`src/rtl/run_monitor.sv`:
```
// End-of-test monitor and performance counter that watches a riscv core.
// Latency: all outputs registered; every sampled event shows up one edge later.
// Backpressure: none; the monitor only observes and never stalls the core.
//
// Ports:
//   clk, rst_n        core clock and asynchronous active-low reset
//   start, clear      single-cycle start pulse, synchronous clear to IDLE
//   pc, retire_valid, stall, mem_we, mem_addr, mem_wdata
//                     observed core activity
//   running, done     state == RUN / state == DONE
//   result            0 none, 1 pass, 2 fail, 3 hang, 4 timeout
//   exit_code         failing test number (store data >> 1), 0 on pass
//   cycle_cnt, instr_cnt, stall_cnt
//                     saturating counters of RUN cycles, retires and stalls
module run_monitor #(
    parameter int                XLEN        = 32,
    parameter int                CNT_W       = 32,
    parameter int                TIMEOUT     = 10000,
    parameter int                HANG_LIMIT  = 16,
    parameter logic [XLEN-1:0]   TOHOST_ADDR = 32'h0000_0FFC
) (
    input  logic              clk,
    input  logic              rst_n,
    input  logic              start,
    input  logic              clear,
    input  logic [XLEN-1:0]   pc,
    input  logic              retire_valid,
    input  logic              stall,
    input  logic              mem_we,
    input  logic [XLEN-1:0]   mem_addr,
    input  logic [XLEN-1:0]   mem_wdata,
    output logic              running,
    output logic              done,
    output logic [2:0]        result,
    output logic [XLEN-2:0]   exit_code,
    output logic [CNT_W-1:0]  cycle_cnt,
    output logic [CNT_W-1:0]  instr_cnt,
    output logic [CNT_W-1:0]  stall_cnt
);

    localparam logic [2:0] RES_NONE    = 3'd0;
    localparam logic [2:0] RES_PASS    = 3'd1;
    localparam logic [2:0] RES_FAIL    = 3'd2;
    localparam logic [2:0] RES_HANG    = 3'd3;
    localparam logic [2:0] RES_TIMEOUT = 3'd4;

    // The match and watchdog counters never need to hold their limit value:
    // the cycle that would reach it terminates the run instead.
    localparam int HC_W = $clog2(HANG_LIMIT);
    localparam int WD_W = $clog2(TIMEOUT);
    localparam logic [HC_W-1:0] HC_LAST = HC_W'(HANG_LIMIT - 1);
    localparam logic [WD_W-1:0] WD_LAST = WD_W'(TIMEOUT - 1);

    typedef enum logic [1:0] {
        S_IDLE,
        S_RUN,
        S_DONE
    } state_t;

    state_t           state;
    logic [XLEN-1:0]  prev_pc;
    logic             have_prev;   // low on the first RUN cycle: no previous pc yet
    logic [HC_W-1:0]  match_cnt;   // consecutive unchanged-pc cycles seen so far
    logic [WD_W-1:0]  wd_cnt;      // RUN cycles before the current one

    // The watchdog has its own counter because cycle_cnt may saturate
    // below TIMEOUT when CNT_W is narrow.
    logic tohost_hit;
    logic pc_same;
    logic hang_hit;
    logic timeout_hit;

    always_comb begin
        tohost_hit  = mem_we && (mem_addr == TOHOST_ADDR);
        pc_same     = have_prev && (pc == prev_pc);
        hang_hit    = pc_same && (match_cnt == HC_LAST);
        timeout_hit = (wd_cnt == WD_LAST);
    end

    function automatic logic [CNT_W-1:0] sat_inc(input logic [CNT_W-1:0] v, input logic en);
        return (en && (v != {CNT_W{1'b1}})) ? v + CNT_W'(1) : v;
    endfunction

    always_ff @(posedge clk or negedge rst_n) begin
        if (!rst_n) begin
            state     <= S_IDLE;
            running   <= 1'b0;
            done      <= 1'b0;
            result    <= RES_NONE;
            exit_code <= '0;
            cycle_cnt <= '0;
            instr_cnt <= '0;
            stall_cnt <= '0;
            prev_pc   <= '0;
            have_prev <= 1'b0;
            match_cnt <= '0;
            wd_cnt    <= '0;
        end else if (clear) begin
            // clear wins over start and any termination in the same cycle
            state     <= S_IDLE;
            running   <= 1'b0;
            done      <= 1'b0;
            result    <= RES_NONE;
            exit_code <= '0;
            cycle_cnt <= '0;
            instr_cnt <= '0;
            stall_cnt <= '0;
            have_prev <= 1'b0;
            match_cnt <= '0;
            wd_cnt    <= '0;
        end else begin
            case (state)
                S_IDLE: begin
                    if (start) begin
                        state     <= S_RUN;
                        running   <= 1'b1;
                        have_prev <= 1'b0;
                        match_cnt <= '0;
                        wd_cnt    <= '0;
                    end
                end
                S_RUN: begin
                    // the terminating cycle is counted like any other
                    cycle_cnt <= sat_inc(cycle_cnt, 1'b1);
                    instr_cnt <= sat_inc(instr_cnt, retire_valid);
                    stall_cnt <= sat_inc(stall_cnt, stall);
                    prev_pc   <= pc;
                    have_prev <= 1'b1;
                    match_cnt <= pc_same ? match_cnt + HC_W'(1) : '0;
                    wd_cnt    <= wd_cnt + WD_W'(1);
                    if (tohost_hit || hang_hit || timeout_hit) begin
                        state   <= S_DONE;
                        running <= 1'b0;
                        done    <= 1'b1;
                    end
                    if (tohost_hit) begin
                        if (mem_wdata == XLEN'(1)) begin
                            result    <= RES_PASS;
                            exit_code <= '0;
                        end else begin
                            result    <= RES_FAIL;
                            exit_code <= mem_wdata[XLEN-1:1];
                        end
                    end else if (hang_hit) begin
                        result <= RES_HANG;
                    end else if (timeout_hit) begin
                        result <= RES_TIMEOUT;
                    end
                end
                default: begin
                    // S_DONE: everything frozen until clear
                end
            endcase
        end
    end

endmodule

```
`config.mk`:
```
export PLATFORM = sky130hd
export DESIGN_NAME = run_monitor
export DESIGN_NICKNAME = d
export VERILOG_FILES = /design/src/rtl/run_monitor.sv
export SDC_FILE = /design/constraint.sdc
export NUM_CORES = 1
export LEC_CHECK = 0
export CAP_MARGIN = 0
export CORE_MARGIN = 1
export CORE_UTILIZATION = 54
export CTS_CLUSTER_SIZE = 25
export DETAILED_ROUTE_END_ITERATION = 16
export GPL_TIMING_DRIVEN = 0
export PLACE_DENSITY = 0.87
export SYNTH_ARGS = -nofsm -noshare
export SYNTH_HDL_FRONTEND = slang
export SYNTH_SLANG_ARGS = --single-unit
```
`constraint.sdc`:
```
create_clock -name clk -period 3.85 [get_ports clk]
set_input_delay 1.155 -clock clk [delete_from_list [all_inputs] [get_ports clk]]
set_output_delay 1.155 -clock clk [all_outputs]
set_load 0.02 [all_outputs]
```
==> Word-level counts from Yosys, hierarchy flattened <==
Cells that the tools add are included.
{ "totals": {"word_cells": 94, "reg_bits": 185, "inputBits": 103, "out_inout_bits": 132} }
{ "op_classes": {"n_addsub": 5, "bitwise_logic": 1, "n_mux": 40, "eq_ne": 11, "n_reduce_logical": 25} }
{ "ops": {"columns": ["op", "n"], "rows": [
  ["two-way mux 32 bit", 9],
  ["two-way mux 31 bit", 4],
  ["adder 32 x 1 -> 32 bit (second input constant)", 3],
  ["!= test 32 bit (second input constant)", 3],
  ["== test 32 x 1 -> 1 bit (second input constant)", 1],
  ["== test 32 x 12 -> 1 bit (second input constant)", 1],
  ["== test 32 bit", 1],
  ["two-way mux 14 bit", 2],
  ["one-hot mux 14 bit (2 select lines)", 1],
  ["AND reduction 2 bit", 8],
  ["two-way mux 3 bit", 5],
  ["adder 14 x 1 -> 14 bit (second input constant)", 1],
  ["== test 14 bit (second input constant)", 1],
  ["two-way mux 4 bit", 3],
  ["nonzero test 2 bit", 6],
  ["two-way mux 1 bit", 8],
  ["two-way mux 2 bit", 4],
  ["one-hot mux 4 bit (2 select lines)", 1],
  ["!= test 3 bit (second input constant)", 2],
  ["logical AND 1 bit", 5],
  ["adder 4 x 1 -> 4 bit (second input constant)", 1],
  ["== test 4 bit (second input constant)", 1],
  ["one-hot mux 1 bit (2 select lines)", 2],
  ["one-hot mux 2 bit (2 select lines)", 1],
  ["7 further kinds", 8]
]} }

==> Logic depth before layout (Yosys ltp) <==
Gate-level depths: netlist of the first run.
{ "depth": {"ltp_word": 8, "mapped_depth": 9, "depth_no_buf": 7} }

==> Least setup slack after synthesis of the first run <==
Ideal clock, no wire load.
{ "synth_timing": {"path_kind": "input port to flip-flop", "start": "input mem_addr[1]", "end": "register result[1]", "path_buffers": 0, "setup_ps": 126, "t_required_ps": 3724, "t_arrival_ps": 2752, "stages": 6, "setup_slack_ps": 972, "path_cell_list": "nor4b_1 -> nand4_1 -> nor4_2 -> or2_2 -> o21ai_0 -> a311o_1"} }
{ "synth_between": {"elab_chain_len": 5, "word_cells_on_any_way": 7, "cone_classes": "1 x eq/ne; 3 x mux; 3 x reduce/logical"} }
{ "synth_lines": {"columns": ["element", "line", "text"], "rows": [
  ["from (decl)", "30", "input logic [XLEN-1:0] mem_addr,"],
  ["== test 32 x 12 -> 1 bit *", "74", "tohost_hit = mem_we && (mem_addr == TOHOST_ADDR);"],
  ["logical AND 1 bit *", "74", null],
  ["two-way mux 3 bit", "136", "if (tohost_hit) begin"],
  ["two-way mux 3 bit", "112", "case (state)"],
  ["two-way mux 3 bit", "98", "end else if (clear) begin"],
  ["to (signal assigned)", "103", "result <= RES_NONE;"],
  ["to (signal assigned)", "138", "result <= RES_PASS;"],
  ["to (signal assigned)", "141", "result <= RES_FAIL;"],
  ["to (decl)", "34", "output logic [2:0] result,"]
]} }
Every way passes the cells marked *; elsewhere a longest branch is shown, timed or not. The select of a mux whose other input is x is not followed.
A chain may end at the register's enable or synchronous reset.

==> Final worst setup path of the first run <==
{ "layout_timing": {"start": "input clear", "end": "register stall_cnt[6]"} }
{ "layout_between": {"elab_chain_len": 2, "word_cells_on_any_way": 4, "cone_classes": "1 x mux; 3 x reduce/logical"} }
{ "layout_lines": {"columns": ["element", "line", "text"], "rows": [
  ["from (decl)", "25", "input logic clear,"],
  ["nonzero test 2 bit (no source line)", null, null],
  ["AND reduction 2 bit (no source line)", null, null],
  ["to (signal assigned)", "126", "stall_cnt <= sat_inc(stall_cnt, stall);"],
  ["to (decl)", "38", "output logic [CNT_W-1:0] stall_cnt"]
]} }
Parallel ways exist; a longest one is shown, timed or not.

==> results.py, run 1 <==
metrics = {
    "synth": {
        "synth_cells": 1000,
        "ys_seq_area_share_pct": 49.2,
        "syn_area_mm2": 0.00935,
        "yosysTopAreaCellShare_pct": 49.2,
        "synthDistinctLibCells": 63,
        "ys_seq_elements": 184,
        "ys_warn_count": 0,
        "syn-mean-instance-area_um2": 9.35,
        "synthTopCellsByArea": "dfrtp_1 49%, nand2_1 6.1%, xnor2_1 5.6%",
        "synth_edf_count": 0,
        "ys.flop_type": "dfrtp_1",
        "syn-num-nets": 1108,
        "async_reset_ff_share_pct": 100,
        "yosys.area.top_type": "dfrtp_1",
    },
    "timing": {
        "timing_hold_violations_final": 0,
        "slew_violations": 0,
        "skew_ns": 0.0100,
        "min_period_ns": 3.43,
        "setup_ws_ns": 0.421,
        "tightest_slew_ns": 0.878,
        "timing.fmax_mhz": 292,
        "rsz0062_at_grt": "no",
        "setup_viol": 0,
        "period_share_pct": 89.1,
        "slew_headroom_pct": 40.9,
        "hold_slack_ns": 0.487,
    },
    "floorplanning": {
        "start_util_pct": 55.8,
        "dieArea_mm2": 0.0179,
        "rows": 47,
        "core_mm2": 0.0168,
        "die_w_um": 134,
        "die_h_um": 134,
        "ios": 235,
    },
    "grt": {
        "grt_max_degree": 110,
        "globalRouteOverflowTotal": 0,
        "grt_pass1_vias": 8314,
        "grt_pass1_wl_mm": 41.6,
        "grt.total_usage_pct": 29.4,
        "antenna_found_initial": 0,
    },
    "clock_tree": {
        "cts.sink_count": 184,
        "ctsResizeCount": 0,
        "clk_latency_ns": 0.44,
        "numCtsBuffers": 17,
        "root_buffer": "clkbuf_16",
        "cts_hold_buffers": 0,
        "h-tree-depth": 4,
        "clk_pin_slew_ns": 0.06,
        "cts_tree": "done",
        "cts_max_path_buffers": 2,
        "cts_setup_buffers": 0,
    },
    "critical_path": {
        "cp_max_fo": 10,
        "path_delay_family": "buffers and inverters",
        "worst-path-buf-inv": 5,
        "critPathLaunchType": "input port",
        "end_kind": "flip-flop",
        "r2r_slack_ns": 1.26,
        "worstPathRequired_ns": 4.14,
        "cp_slowest_cell": "clkdlybuf4s50_1",
        "reg2reg_from": "prev_pc[0]",
        "crit_chain": "clkdlybuf4s50_1 -> clkbuf_1 -> clkbuf_1 -> clkbuf_1 -> clkbuf_1 -> nor2_1",
        "cp_common_cell": "clkbuf_1",
        "max_stage_delay_ns": 0.53,
        "reg2reg_depth": 6,
        "reg2reg_to": "result[1]",
        "critical_path_arrival_ns": 3.72,
        "critPathKind": "in -> reg",
    },
    "routing": {
        "drtIter0Drc": 604,
        "vias": 8611,
        "avgRoutedWirePerCell_um": 17.0,
        "vias_per_cell": 5.80,
        "drc": 0,
        "firstDrtPassIters": 5,
        "wirelength_mm": 25.2,
        "antenna_left": 0,
    },
    "outcome": {
        "outcome": "completed",
    },
    "power": {
        "cellPowerDensity_mw_per_mm2": 332,
        "leakagePower_nw": 5.15,
        "peakVddDrop_uv": 309,
        "finalPower_mw": 4.18,
    },
    "layout": {
        "num-nets-final": 1362,
        "drive_gt1_share_pct": 5.06,
        "n_antenna_cell": 0,
        "syn_to_final_growth_pct": 34.5,
    },
    "placement": {
        "pre_cts_slack_ns": -0.0246,
        "globalplace.congestion": 0.844,
        "port_buffers": 234,
        "dp_hpwl_mm": 18.4,
    },
    "min_path": {
        "min_from": "have_prev",
        "holdPathStages": 2,
        "hold-path-endpoint": "have_prev",
        "hp-class": "reg -> reg",
    },
    "job": {
        "cap_violations": 0,
    },
}
-- power by group --
group          switching (mW)  total [mW]  internal, mW
clock                   0.752        1.74         0.985
sequential             0.0526        2.05          2.00
combinational           0.206       0.394         0.189
total                    1.01        4.18          3.17
-- registers in the layout (all words and copies together), names as in the netlist --
name       count
cycle_cnt     32
done           1
exit_code     31
have_prev      1
instr_cnt     32
match_cnt      4
prev_pc       32
result         3
stall_cnt     32
state          2
wd_cnt        14
-- layout by cell type, fill, tap and decap left out, types with 4 or more instances in the layout --
master,netlist,routed
nand2_1,153,153
and4_1,14,14
and2_1,4,4
clkbuf_16,0,17
or2_2,5,5
nor4b_1,6,6
and3_1,13,13
nor2_1,106,106
or3_1,16,16
ha_1,5,5
nor2b_1,4,4
inv_1,15,15
buf_2,9,9
o211ai_1,4,4
dfrtp_1,184,184
xnor2_1,60,60
nor4_1,30,30
xor2_1,42,42
o21ai_0,42,42
clkbuf_1,36,36
nand4_1,34,34
a22o_1,32,32
o21ai_1,6,6
a31oi_1,5,5
a211oi_1,13,13
a21o_1,4,4
o31ai_1,6,6
or4_1,8,8
clkdlybuf4s50_1,0,233
a21oi_1,30,30
nand3_1,48,48
nor3_1,20,20
-- cell usage after synthesis, drive strengths merged, types with 2 or more instances --
library cell,n
dfrtp,184
nand2,153
nor2,106
xnor2,60
nand3,48
o21ai,48
xor2,42
clkbuf,37
nand4,36
a22o,32
nor4,32
a21oi,30
nor3,21
or3,17
and4,16
inv,15
and3,14
a211oi,13
buf,13
or4,9
nor4b,6
o31ai,6
or2,6
a31oi,5
ha,5
nor2b,5
a21o,4
and2,4
o211ai,4
mux2i,3
o311ai,3
a2111oi,2
a22oi,2
mux2,2
nand2b,2
o21a,2
o41ai,2
-- layer usage --
| metal | wire (um) | GRT usage (%) |
|---|---|---|
| met1 | 10400 | 36.6 |
| met2 | 12800 | 51.2 |
| met3 | 1680 | 5.78 |
| met4 | 406 | 9.34 |
| met5 | 0 | 0 |
-- layout make-up --
class                           instances  area, um^2
Sequential cell                       184        4600
Multi-Input combinational cell        751        4470
Fill cell                            1242        4180
Timing Repair Buffer                  235        2370
Clock buffer                           19         453
Tap cell                              220         275
Buffer                                 50         223
Clock inverter                         11         124
Inverter                               15        56.3
-- worst max-delay path by stage --
stage	slack, ns	to	start	cells after the start
finish	0.42	stall_cnt[6]	clear	6
global route	0.20	stall_cnt[6]	clear	6
CTS	0.41	instr_cnt[6]	clear	6
detailed placement	-0.02	instr_cnt[6]	clear	6
global placement	-5.86	exit_code[15]	rst_n	1
floorplan	0.97	result[1]	mem_addr[1]	6
-- worst min-delay path: stages (launching register included) --
cell and delay (ns):
dfrtp_1 0.35, nand2_1 0.05, nand2_1 0.06
-- per-stage QoR --
step | area [um^2] | std cells | utilization (%) | TNS, ns
after floorplan | 9350 | 1000 | - | 0
after global placement | 12000 | 1454 | 71.4 | -1073.54
after detailed placement | 12000 | 1455 | 71.6 | -0.189
after CTS | 12600 | 1485 | 75.1 | 0
after global routing | 12600 | 1485 | 75.1 | 0
final | 12600 | 1485 | 75.1 | 0
-- logic make-up after synthesis --
| kind of cell | count (synthesis) | share of synthesized area, % |
|---|---|---|
| compound gates | 159 | 11.3 |
| xor+xnor | 102 | 9.55 |
| fa+ha+maj | 5 | 0.669 |
| buf+inv | 65 | 2.98 |
| flops | 184 | 49.2 |
| mux | 5 | 0.562 |
| simple gates | 480 | 25.7 |
Note: power is estimated with default switching activity, not from simulation.
==> inputs of run 2 (changes only) <==
--- a/config.mk
+++ b/config.mk
@@ -13,4 +13,5 @@
 export GPL_TIMING_DRIVEN = 0
 export PLACE_DENSITY = 0.87
+export SETUP_SLACK_MARGIN = 0.15
 export SYNTH_ARGS = -nofsm -noshare
 export SYNTH_HDL_FRONTEND = slang
==> constraint.sdc (replaced) <==
create_clock -name clk -period 3.85 [get_ports clk]
set_input_delay 1.155 -clock clk [delete_from_list [all_inputs] [get_ports clk]]
set_output_delay 1.155 -clock clk [all_outputs]
set_load 0.005 [all_outputs]
==> results of run 2 <==
Same layout as run 1 (identical final DEF). Status: completed.
==> inputs of run 3 (changes only) <==
- HOLD_SLACK_MARGIN: unset -> 0.15
- MAX_ROUTING_LAYER: unset -> met4
==> results.py, run 3 (synthesis gave the netlist of run 1 again) <==
metrics = {
    "floorplanning": {
        "dieArea_mm2": 0.0179,
        "rows": 47,
        "die_w_um": 134,
        "core_mm2": 0.0168,
        "die_h_um": 134,
        "start_util_pct": 55.8,
        "ios": 235,
    },
    "grt": {
        "grt_pass1_vias": 8326,
        "globalRouteOverflowTotal": 0,
        "grt.total_usage_pct": 30.2,
        "grt_max_degree": 110,
        "grt_pass1_wl_mm": 41.6,
        "antenna_found_initial": 0,
    },
    "power": {
        "peakVddDrop_uv": 309,
        "cellPowerDensity_mw_per_mm2": 332,
        "leakagePower_nw": 5.15,
    },
    "critical_path": {
        "r2r_slack_ns": 1.28,
        "cp_max_fo": 10,
        "critPathLaunchType": "input port",
        "reg2reg_to": "result[1]",
        "cp_slowest_cell": "clkdlybuf4s50_1",
        "critPathKind": "in -> reg",
        "worst-path-buf-inv": 5,
        "cp_common_cell": "clkbuf_1",
        "max_stage_delay_ns": 0.53,
        "worstPathRequired_ns": 4.14,
        "end_kind": "flip-flop",
        "critical_path_arrival_ns": 3.74,
        "reg2reg_from": "prev_pc[3]",
        "path_delay_family": "buffers and inverters",
        "reg2reg_depth": 6,
        "crit_chain": "clkdlybuf4s50_1 -> clkbuf_1 -> clkbuf_1 -> clkbuf_1 -> clkbuf_1 -> nor2_1",
    },
    "routing": {
        "drc": 0,
        "antenna_left": 0,
        "drtIter0Drc": 644,
        "firstDrtPassIters": 7,
        "wirelength_mm": 25.2,
        "vias_per_cell": 5.78,
        "vias": 8586,
        "avgRoutedWirePerCell_um": 17.0,
    },
    "layout": {
        "syn_to_final_growth_pct": 34.5,
        "num-nets-final": 1362,
        "postLayoutCellArea_mm2": 0.0126,
        "layout_commonest_cell": "clkdlybuf4s50_1",
        "layout_common_cells": "233 x clkdlybuf4s50_1, 184 x dfrtp_1, 153 x nand2_1",
        "n_antenna_cell": 0,
        "drive_gt1_share_pct": 5.06,
        "fin_util_pct": 75.1,
        "final_cells": 1485,
        "fillers": 1242,
    },
    "timing": {
        "slew_violations": 0,
        "slew_headroom_pct": 39.4,
        "timing.fmax_mhz": 290,
        "tightest_slew_ns": 0.901,
        "setup_ws_ns": 0.404,
        "min_period_ns": 3.45,
        "period_share_pct": 89.5,
        "rsz0062_at_grt": "no",
        "setup_viol": 0,
        "timing_hold_violations_final": 0,
        "skew_ns": 0.0112,
    },
    "clock_tree": {
        "cts_tree": "done",
        "clk_latency_ns": 0.44,
        "ctsResizeCount": 0,
        "cts_hold_buffers": 0,
        "numCtsBuffers": 17,
        "h-tree-depth": 4,
        "cts_setup_buffers": 0,
        "root_buffer": "clkbuf_16",
        "cts_max_path_buffers": 2,
        "clk_pin_slew_ns": 0.06,
        "cts.sink_count": 184,
    },
    "min_path": {
        "hp-class": "reg -> reg",
        "min_from": "have_prev",
        "hold-path-endpoint": "have_prev",
        "holdPathStages": 2,
    },
    "placement": {
        "port_buffers": 234,
        "pre_cts_slack_ns": -0.0246,
        "dp.cells": 1455,
        "globalplace.congestion": 0.857,
        "dp_hpwl_mm": 18.4,
        "placed_area_mm2": 0.0120,
    },
    "job": {
        "cap_violations": 0,
    },
    "outcome": {
        "outcome": "completed",
    },
}
run 3: cell counts in the layout (fill, tap and decap cells not counted):
Identical to the previous run, type by type.
run 3: how the worst max path moves through the flow:
| stage | from | to | slack (ns) | cells past startpoint |
|---|---|---|---|---|
| after floorplan | mem_addr[1] | result[1] | 0.97 | 6 |
| after global placement | rst_n | exit_code[15] | -5.86 | 1 |
| after detailed placement | clear | instr_cnt[6] | -0.02 | 6 |
| after CTS | clear | instr_cnt[6] | 0.41 | 6 |
| after global routing | clear | stall_cnt[6] | 0.20 | 6 |
| final | clear | instr_cnt[6] | 0.40 | 6 |
run 3: final cells by class:
class	instances	area [um^2]	area share (%)
multi-input cells	751	4470	35.5
repair buffers	235	2370	18.9
inverters	15	56.3	0.448
flip-flops and latches	184	4600	36.6
clock inverters	11	124	0.985
well taps	220	275	2.19
plain buffers	50	223	1.77
clock buffers	19	453	3.60
run 3: routing by layer:
metal  vias to the layer above  track usage [%]  routed length, um
met5                         -                -                  0
met4                         0             9.28                446
met3                        46             5.37               1650
met2                       342             51.0              12700
met1                      4143             36.9              10400
li1                       4055                -                  -
run 3: where the power goes:
part,internal (mW),leakage [nW],switching (mW)
Sequential,2.00,2.52,0.0527
Clock,0.984,0.277,0.750
Combinational,0.188,2.36,0.201
Total,3.17,5.15,1.00
run 3: tightest hold or removal path, delay by kind of cell, from the launching register on:
kind | cells | cell delay, ns
flip-flops | 1 | 0.35
AND/OR/NAND/NOR | 2 | 0.12
run 3: per-stage QoR:
stage | hold WS [ns] | power, mW | setup TNS (ns)
floorplan | 0.443 | 2.25 | 0
global placement | 0.463 | 2.46 | -1073.54
detailed placement | 0.472 | 2.48 | -0.189
CTS | 0.490 | 4.19 | 0
global route | 0.518 | 4.31 | 0
finish | 0.495 | 4.17 | 0
==> RTL change: new RTL, config.mk and constraints of run 2 <==
Re-encode `state_t` (3 states) as one-hot, 3 bits wide.
--- a/src/rtl/run_monitor.sv
+++ b/src/rtl/run_monitor.sv
@@ -51,10 +51,10 @@
     localparam logic [HC_W-1:0] HC_LAST = HC_W'(HANG_LIMIT - 1);
     localparam logic [WD_W-1:0] WD_LAST = WD_W'(TIMEOUT - 1);
 
-    typedef enum logic [1:0] {
-        S_IDLE,
-        S_RUN,
-        S_DONE
+    typedef enum logic [2:0] {
+        S_IDLE = 3'b001,
+        S_RUN  = 3'b010,
+        S_DONE = 3'b100
     } state_t;
 
     state_t           state;
Formal check against the unedited RTL: same outputs for any inputs over 10 cycles, from zero or initial values and one cycle with rst_n low; not proved beyond that.
==> RTL change against run 2 <==
Non-clock buffer count is 9 lower; power is 2.1% higher; worst setup slack better by 170 ps; cell count is 0.27% lower; sequential cell count is 1 higher; final area is 0.60% lower; routed wire length is 0.13% lower; area after synthesis is 0.60% lower; largest power group unchanged.
==> RTL change: results <==
group,metric,value,unit
logic_synthesis,ys_seq_area_frac,0.498,
placement,placed_cell_area,0.0119,mm^2
timing,tightestPinTransition,938,ps
power_and_ir_drop,switching_share,0.258,
cells_and_area,fillers,1181,
placement,hpwl,18300,um
cells_and_area,fin_cells,1481,
grt,grt_usage,0.292,
setup_path,cp_slowest_cell,"or4_1",
grt,grt_pass1_wl,41300,um
power_and_ir_drop,p_leak,5.05,nW
power_and_ir_drop,ir_drop,0.309,mV
logic_synthesis,syn-num-nets,1103,
setup_path,cp.arrival,3630,ps
route,firstDrtPassIters,7,
status,status,"completed",
logic_synthesis,yosys-top-cells-count,"dfrtp_1, nand2_1, nor2_1",
setup_path,critPathMaxStageDelay,520,ps
route,drtIter0Drc,660,
logic_synthesis,syn_inst,995,
route,vias,8623,
logic_synthesis,synth_area_leaders,"dfrtp_1, xnor2_1, nand2_1, nor2_1, a22o_1",
placement,place.gp.congestion,0.926,
cells_and_area,layout.nets,1357,
grt,grt_max_degree,119,
route,wl_per_cell,17.0,um
-- RTL change: cell types whose count changed after synthesis, moves of 6 or more --
cell | before | now
a211oi_1 | 13 | 3
nand4_1 | 34 | 44
nand2_1 | 153 | 168
and2_1 | 4 | 10
o21ai_0 | 42 | 34
nor3_1 | 20 | 29
xnor2_1 | 60 | 86
nor3b_1 | 0 | 6
and3_1 | 13 | 19
xor2_1 | 42 | 19
-- RTL change: layer usage --
| layer | track usage | vias to the layer above | share of wire |
|---|---|---|---|
| li1 | - | 4029 | - |
| met3 | 0.0544 | 47 | 0.060 |
| met1 | 0.385 | 4203 | 0.42 |
| met4 | 0.101 | 0 | 0.025 |
| met2 | 0.484 | 344 | 0.49 |
| met5 | 0 | - | 0 |
-- RTL change: critical path: cells and delay by family --
kind,cells,cell delay [ps]
simple gates,4,1420
buf+inv,2,810
compound gates,1,240
-- RTL change: cells by family after synthesis --
kind of cell	after synthesis	synth area share
AOI/OAI and AO/OA	124	0.0868
xor gates and xnor gates	105	0.0989
adders and majority gates	5	0.00673
buffers and inverters	52	0.0245
DFF	185	0.498
muxes	6	0.00713
and+or+nand+nor	518	0.278
-- RTL change: cell type report --
cell class              instances  area, um^2  area share
repair buffers                235        2370       0.190
flip-flops and latches        185        4630       0.370
inverters                      11        41.3     0.00330
well taps                     220         275      0.0220
multi-input cells             758        4440       0.355
plain buffers                  41         189      0.0151
clock inverters                11        88.8     0.00710
clock buffers                  20         467      0.0373
-- RTL change: stage by stage --
| stage | setup slack, ps | setup TNS, ps |
|---|---|---|
| 6_report | 587 | 0 |
| 5_1_grt | 365 | 0 |
| 4_1_cts | 386 | 0 |
| 3_5_place_dp | -71.4 | -231 |
| 3_3_place_gp | -6040 | -1112230 |
| 2_1_floorplan | 912 | 0 |
-- RTL change: worst paths after layout --
check,from,endpoint,slack [ps],depth (start not counted)
max,mem_addr[29],exit_code[19],590,7
min,exit_code[9],exit_code[9],500,1
max reg2reg,state[1],match_cnt[2],980,7
min reg2reg,exit_code[9],exit_code[9],500,1
max in group asynchronous,rst_n,exit_code[7],2200,2
min in group asynchronous,rst_n,stall_cnt[18],650,1
-- RTL change: power by group through the flow --
stage | Sequential, mW | Clock (mW) | Combinational [mW]
2_1_floorplan | 2.14 | 0 | 0.251
3_3_place_gp | 2.15 | 0 | 0.466
3_5_place_dp | 2.15 | 0 | 0.483
4_1_cts | 2.12 | 1.67 | 0.487
5_1_grt | 2.13 | 1.76 | 0.536
6_report | 2.12 | 1.66 | 0.486
